==> config.mk <==
export PLATFORM = sky130hd
export DESIGN_NAME = led_matrix_scan
export DESIGN_NICKNAME = d
export VERILOG_FILES = /design/src/rtl/led_matrix_scan.sv
export SDC_FILE = /design/constraint.sdc
export NUM_CORES = 1
export LEC_CHECK = 0
export CORE_MARGIN = 5
export CORE_UTILIZATION = 45
export DETAILED_ROUTE_END_ITERATION = 8
export SLEW_MARGIN = 20
export SYNTH_ARGS = -nofsm -noshare
export SYNTH_HDL_FRONTEND = slang
export SYNTH_SLANG_ARGS = --single-unit
export TNS_END_PERCENT = 20
==> constraint.sdc <==
create_clock -name clk -period 4.1 [get_ports clk]
set_clock_uncertainty 0.15 [all_clocks]
set_input_delay 0.82 -clock clk [delete_from_list [all_inputs] [get_ports clk]]
set_output_delay 0.82 -clock clk [all_outputs]
set_load 0.02 [all_outputs]
==> src/rtl/led_matrix_scan.sv <==
// Row-multiplexed 8x8 LED matrix driver with a double-buffered frame.
// The back buffer is written row by row; it is copied to the front buffer only at a frame boundary.
module led_matrix_scan #(
  parameter int ROW_CYCLES         = 27000,
  parameter int BLANK_CYCLES       = 270,
  parameter bit CATHODE_ACTIVE_LOW = 1'b1
) (
  input  logic       clk,
  input  logic       rst_n,
  input  logic       wr_valid,
  output logic       wr_ready,
  input  logic [2:0] wr_row,
  input  logic [7:0] wr_data,
  input  logic       commit,
  output logic       commit_pending,
  output logic       frame_start,
  output logic [7:0] anode,
  output logic [7:0] cathode
);

  localparam int MAX_LOAD = (ROW_CYCLES > BLANK_CYCLES) ? ROW_CYCLES : BLANK_CYCLES;
  localparam int CNT_W    = (MAX_LOAD > 1) ? $clog2(MAX_LOAD) : 1;
  localparam logic [CNT_W-1:0] ROW_LOAD   = CNT_W'(ROW_CYCLES - 1);
  localparam logic [CNT_W-1:0] BLANK_LOAD = CNT_W'(BLANK_CYCLES - 1);
  localparam logic [7:0] CATH_OFF = CATHODE_ACTIVE_LOW ? 8'hFF : 8'h00;
  localparam logic       CATH_POL = CATHODE_ACTIVE_LOW;

  typedef enum logic {
    ST_BLANK = 1'b0,
    ST_ON    = 1'b1
  } state_t;

  state_t           state_reg;
  logic [2:0]       row_reg;
  logic [CNT_W-1:0] cnt_reg;
  logic [7:0]       back_reg  [8];
  logic [7:0]       front_reg [8];
  logic             commit_pending_reg;
  logic             frame_start_reg;
  logic [7:0]       anode_reg;
  logic [7:0]       cathode_reg;

  logic       wr_fire;
  logic       cnt_done;
  logic       frame_boundary;
  logic       swap;
  logic [7:0] front_row;
  logic [7:0] row_drive;

  assign wr_ready       = !commit_pending_reg;
  assign wr_fire        = wr_valid && !commit_pending_reg;
  assign cnt_done       = (cnt_reg == '0);
  assign frame_boundary = (state_reg == ST_ON) && cnt_done && (row_reg == 3'd7);
  assign swap           = frame_boundary && commit_pending_reg;

  // Board wiring mirrors the columns: pixel bit i drives cathode bit 7-i.
  assign front_row = front_reg[row_reg];
  for (genvar gi = 0; gi < 8; gi++) begin : g_col
    assign row_drive[7-gi] = front_row[gi] ^ CATH_POL;
  end

  always_ff @(posedge clk or negedge rst_n) begin
    if (!rst_n) begin
      for (int i = 0; i < 8; i++) begin
        back_reg[i]  <= '0;
        front_reg[i] <= '0;
      end
    end else begin
      if (wr_fire) begin
        back_reg[wr_row] <= wr_data;
      end
      if (swap) begin
        for (int i = 0; i < 8; i++) begin
          front_reg[i] <= back_reg[i];
        end
      end
    end
  end

  // A commit that arrives while one is already waiting is simply dropped.
  always_ff @(posedge clk or negedge rst_n) begin
    if (!rst_n) begin
      commit_pending_reg <= 1'b0;
      frame_start_reg    <= 1'b0;
    end else begin
      frame_start_reg <= frame_boundary;
      if (swap) begin
        commit_pending_reg <= 1'b0;
      end else if (commit && !commit_pending_reg) begin
        commit_pending_reg <= 1'b1;
      end
    end
  end

  // Anode and cathode are loaded on the same edge as the state change,
  // so a lit row never carries stale column data.
  always_ff @(posedge clk or negedge rst_n) begin
    if (!rst_n) begin
      state_reg   <= ST_BLANK;
      row_reg     <= 3'd0;
      cnt_reg     <= BLANK_LOAD;
      anode_reg   <= 8'h00;
      cathode_reg <= CATH_OFF;
    end else begin
      case (state_reg)
        ST_BLANK: begin
          if (cnt_done) begin
            state_reg   <= ST_ON;
            cnt_reg     <= ROW_LOAD;
            anode_reg   <= 8'h01 << row_reg;
            cathode_reg <= row_drive;
          end else begin
            cnt_reg <= cnt_reg - CNT_W'(1);
          end
        end
        ST_ON: begin
          if (cnt_done) begin
            state_reg   <= ST_BLANK;
            cnt_reg     <= BLANK_LOAD;
            row_reg     <= row_reg + 3'd1;
            anode_reg   <= 8'h00;
            cathode_reg <= CATH_OFF;
          end else begin
            cnt_reg <= cnt_reg - CNT_W'(1);
          end
        end
        default: begin
          state_reg   <= ST_BLANK;
          cnt_reg     <= BLANK_LOAD;
          anode_reg   <= 8'h00;
          cathode_reg <= CATH_OFF;
        end
      endcase
    end
  end

  assign commit_pending = commit_pending_reg;
  assign frame_start    = frame_start_reg;
  assign anode          = anode_reg;
  assign cathode        = cathode_reg;

endmodule

# Word-level counts from Yosys, hierarchy flattened
# Index checks and enable logic that the tools add are counted.
dict set report classes {
  n_eq_ne 3
  shifts 1
  mul 0
  n_div 0
  reduce_logical 11
  magnitude_cmp 3
  add_sub_neg 2
  n_mux 20
  bitwise 11
}
# op n
set ops {}
lappend ops {{$bwmux W64} 1}
lappend ops {{$mux W8} 7}
lappend ops {{$pmux W8 S2} 2}
lappend ops {{$mux W15} 2}
lappend ops {{$pmux W15 S2} 1}
lappend ops {{$bmux W8 S3} 1}
lappend ops {{$demux W8 S3} 1}
lappend ops {{$logic_not A15 Y1} 1}
lappend ops {{$sub A15 B1 Y15 const B} 1}
lappend ops {{$not A1 Y1} 9}
lappend ops {{$ge A4 B4 Y1 const B} 2}
lappend ops {{$not A3 Y4} 2}
lappend ops {{$shl A1 B3 Y8 const A} 1}
lappend ops {{$logic_and A1 B1 Y1} 6}
lappend ops {{$lt A4 B1 Y1 const B} 1}
lappend ops {{$mux W1} 4}
lappend ops {{$reduce_and A2 Y1} 2}
lappend ops {{$add A3 B1 Y3 const B} 1}
lappend ops {{$eq A3 B3 Y1 const B} 1}
lappend ops {{$ne A2 B1 Y1 const B} 1}
lappend ops {{$ne A2 B2 Y1 const B} 1}
lappend ops {{$pmux W1 S2} 1}
lappend ops {{$reduce_bool A2 Y1} 1}
lappend ops {{$logic_not A1 Y1} 1}
dict set report totals {
  memories 0
  elab_cells 74
  out_inout_bits 19
  register_bits 165
  mem_bits_rw 0
  mem_bits_ro 0
  latchBits 0
}

# Longest topological paths before layout
dict set report depth {
  depth_word 7
  mapped_depth 12
  depth_no_buf 10
}

# Worst setup path after synthesis
# No wires, ideal clock.
dict set report synth_path {
  kind {flip-flop to flip-flop}
  start {register cnt_reg[1]}
  end {register front_reg[10] (netlist name)}
  t_required_ns 3.825
  path_buffers 2
  path_stages_with_launch 12
  slack_ns 0.847
  t_arrival_ns 2.978
  period_less_slack_ns 3.253
  cell_sequence {dfrtp_1 -> inv_1 -> ha_1 -> or3b_1 -> or4_4 -> nor4_4 -> ha_1 -> and2_1 -> nand2_1 -> clkbuf_1 -> clkbuf_1 -> mux2_2}
}
dict set report synth_between {
  elab_chain_len 4
}
# item line
set synth_lines {}
lappend synth_lines {{start: declaration} 35} ;# logic [CNT_W-1:0] cnt_reg;
lappend synth_lines {{start signal: assignment} 113} ;# cnt_reg <= cnt_reg - CNT_W'(1);
lappend synth_lines {{start signal: assignment} 124} ;# cnt_reg <= cnt_reg - CNT_W'(1);
lappend synth_lines {{$logic_not A15 Y1} 52} ;# assign cnt_done = (cnt_reg == '0);
lappend synth_lines {{$logic_and A1 B1 Y1 (2 in series)} 53} ;# assign frame_boundary = (state_reg == ST_ON) && cnt_done && (row_reg == 3'd7);
lappend synth_lines {{via frame_boundary} 45} ;# logic frame_boundary;
lappend synth_lines {{$logic_and A1 B1 Y1} 54} ;# assign swap = frame_boundary && commit_pending_reg;
lappend synth_lines {{end signal: indexed assignment} 74} ;# front_reg[i] <= back_reg[i];
lappend synth_lines {{end: declaration} 37} ;# logic [7:0] front_reg [8];
# The timed path passes the listed nets, and every way through them passes these cells.
# A chain may end at the register's enable or synchronous reset.

# Worst setup path after layout
dict set report layout_path {
  start {register cnt_reg[1]}
  end {register front_reg[52] (netlist name)}
}
# Same word-level chain as after synthesis.

==> flow_summary.yaml <==
outcome:
  status: "finished, final reports clean"
clock_tree:
  cts_tree: "done"
  post_cts_resized: 0
  cts_inserted_buffers: 17
  clkSinkCount: 165
  path_clk_slew_ns: 0.06
  clk_latency_ns: 0.42
  cts_buffer_depth: 2
  cts.htree.levels: 4
  cts_hold_buffers: 0
  cts_root_buf: "clkbuf_16"
  post-cts-setup-buffers: 0
hold_path:
  hold_depth: 2
  min_path_type: "flop to flop"
synth:
  yosys.area.top_type: "dfrtp_1"
  synth_area_per_cell_um2: 13.9
  synth_simple_gate_area_share_pct: 7.13
  synth.area.top_cells: "dfrtp_1, mux2_2, dfstp_2"
  synth_cell_types: 42
  yosysWarnings: 0
  syn_area_um2: 6980
  syn-num-nets: 526
  syn_inst: 501
  synth_top_family_by_area: "multiplexers"
  synth_top_area_share_pct: 54.8
  synth_mux_area_share_pct: 25.9
  ys_seq_area_share_pct: 59.3
  synthAdderAreaFrac_pct: 1.79
  synthXorXnorAreaFrac_pct: 1.38
  synth_compound_area_share_pct: 2.90
  synth_seq_cells: 165
floorplan:
  boundaryPins: 34
  die_x_um: 135
  core-area_um2: 15200
  die_height_um: 135
  design.die.area_um2: 18100
  initial_core_util_pct: 45.9
  rows: 45
power_and_ir_drop:
  comb_power_share_pct: 2.5
  seq_power_share_pct: 49.6
  pwr-share-clk_pct: 47.9
  p_sw_share_pct: 21.3
  total_leakage_power_uw: 0.00392
  power.total_uw: 3370
  power.density_nw_per_um2: 412
  ir_drop_v: 0.000345
  p_switching_uw: 718
  internal_power_uw: 2650
sta:
  max_clock_freq_mhz: 279
  finalCritPeriodShare_pct: 87.5
  finalMaxSlewViolations: 0
  min_period_ns: 3.59
  tightestPinTransition_ns: 0.925
  rsz0062_at_grt: "no"
  setup_viol: 0
  tns_ns: 0
  hold_viol: 0
  finalHoldWorstSlack_ns: 0.315
  relSlewSlack_pct: 38.3
finish:
  synthToLayoutAreaGrowth_pct: 16.9
  layout-drive-gt1-share_pct: 40.6
  antennaDiodeCount: 0
  final_nets: 568
critical_path:
  cpMaxStageDelayCell: "or4_4"
  required_ns: 4.25
  max_stage_delay_ns: 0.55
  worstPathArrival_ns: 3.73
  cpMostUsedCell: "ha_1"
  critPathBufInv: 2
  critical_path.startpoint: "cnt_reg[1]"
  r2r-end: "front_reg[52]"
  r2r_slack_ns: 0.51
  critPathKind: "flop to flop"
  crit_path_end: "front_reg[52]"
  ff2ff_path_depth: 10
  crit_chain: "inv_1, ha_1, or3b_1, or4_4, nor4_4, ha_1, and2_1, nand2_2, buf_4, mux2_2"
  crit_path_start_kind: "flop"
  end_kind: "flop"
  reg2reg_from: "cnt_reg[1]"
  crit_family: "simple AND/OR/NAND/NOR gates"
  cp_max_fo: 65
  path_depth: 10
global_route:
  track_usage_pct: 17.4
  grt.overflow.total: 0
  grt_start_max_net_pins: 102
  antenna_found_initial: 0
  grt_pass1_wl_um: 24100
  grt_pass1_vias: 4452
routing:
  drt-met1-wl_um: 6910
  wl_met2_um: 7030
  drc: 0
  vias: 4055
  met3_length_um: 399
  viasPerCell: 5.45
  drtIter0Drc: 136
  final_antenna_net_count: 0
  wirelength_um: 14500
  highest_layer: "met4"
  wl_per_cell_um: 19.5
  drt_pass1_iterations: 4
run:
  cap_viol_max_count: 0
placed_design:
  io_buffers: 33
  gp_congestion: 0.753
  dp_hpwl_um: 9070
synthesized netlist by cell type:
cell type,number
or3b_1,1
dfrtp_1,153
and2_1,1
nor3_1,5
nor4_1,10
nor4_4,1
nand3b_1,2
mux2_2,160
o41ai_1,1
clkbuf_1,18
xor2_1,10
inv_2,1
o21a_1,1
o31ai_1,1
dfstp_2,12
nand3_1,8
nand4b_1,1
or3b_2,1
or4_4,2
o22ai_1,16
nor4_2,1
nand4_1,1
inv_1,7
and2_0,1
nor3b_2,2
xnor2_1,1
nand2_1,20
o21ai_1,1
mux2i_1,1
nor2b_1,1
or4_1,1
nor2_1,27
or2_2,2
nand2b_1,2
ha_1,10
nor3b_1,1
o21ai_0,8
or3_1,1
a31oi_1,1
buf_1,2
o21bai_1,1
a21oi_1,4
area by class of cell:
cell class                 instances  area (um^2)
clock buffer                      20          467
clock inverter                    12          143
fill                            1248         7040
inverter                           8         30.0
multi-input combinational        308         2740
sequential                       165         4140
tap                              188          235
timing repair buffer              43          407
metal layers:
metal  track usage, %  vias to the layer above
li1                 -                     1879
met1             23.4                     2103
met4             5.03                        0
met2             28.4                       58
met3             3.95                       15
met5                0                        -
per-stage QoR:
| stage | instances | cell area [um^2] | setup WS (ns) | util [%] |
|---|---|---|---|---|
| 2_1_floorplan | 501 | 6980 | 0.847 | - |
| 3_3_place_gp | 712 | 7550 | 0.624 | 49.7 |
| 3_5_place_dp | 712 | 7550 | 0.554 | 49.7 |
| 4_1_cts | 744 | 8160 | 0.501 | 53.7 |
| 5_1_grt | 744 | 8160 | 0.362 | 53.7 |
| 6_report | 744 | 8160 | 0.514 | 53.7 |
kinds of logic after synthesis:
family	Yosys count
flip-flops	165
multiplexers	161
AND/OR/NAND/NOR	92
AO/OA/AOI/OAI	34
buffers and inverters	28
XOR/XNOR	11
adder cells (fa/ha/maj)	10
power groups by stage:
stage	clock [uW]	sequential, uW	combinational (uW)
after floorplan	0	1690	25.6
after global placement	0	1700	85.6
after detailed placement	0	1700	88.7
after CTS	1650	1670	89.0
after global routing	1720	1670	97.9
final	1610	1670	85.0
worst min-delay path: stages, from the launching register on:
cell     delay, ns
dfrtp_1       0.34
nand2_1       0.05
nand2_1       0.05
worst min path at each step:
stage                           from    endpoint
after floorplan           cnt_reg[0]  cnt_reg[0]
after global placement      anode[3]    anode[3]
after detailed placement    anode[7]    anode[7]
after CTS                   anode[7]    anode[7]
after global routing        anode[7]    anode[7]
final                       anode[7]    anode[7]
layout by cell type, fill, tap and decap left out, types with 4 or more instances in the layout:
master and instances:
clkbuf_16 17, dfstp_2 12, clkinvlp_4 4, inv_6 5
inv_1 7, xor2_1 10, nand2_1 19, buf_4 10
nor4_1 10, nor3_1 5, o22ai_1 16, nand3_1 8
clkdlybuf4s50_1 32, mux2_2 160, ha_1 10, dfrtp_1 153
a21oi_1 4, nor2_1 27, o21ai_0 8
Power figures use the tool's default switching activity.
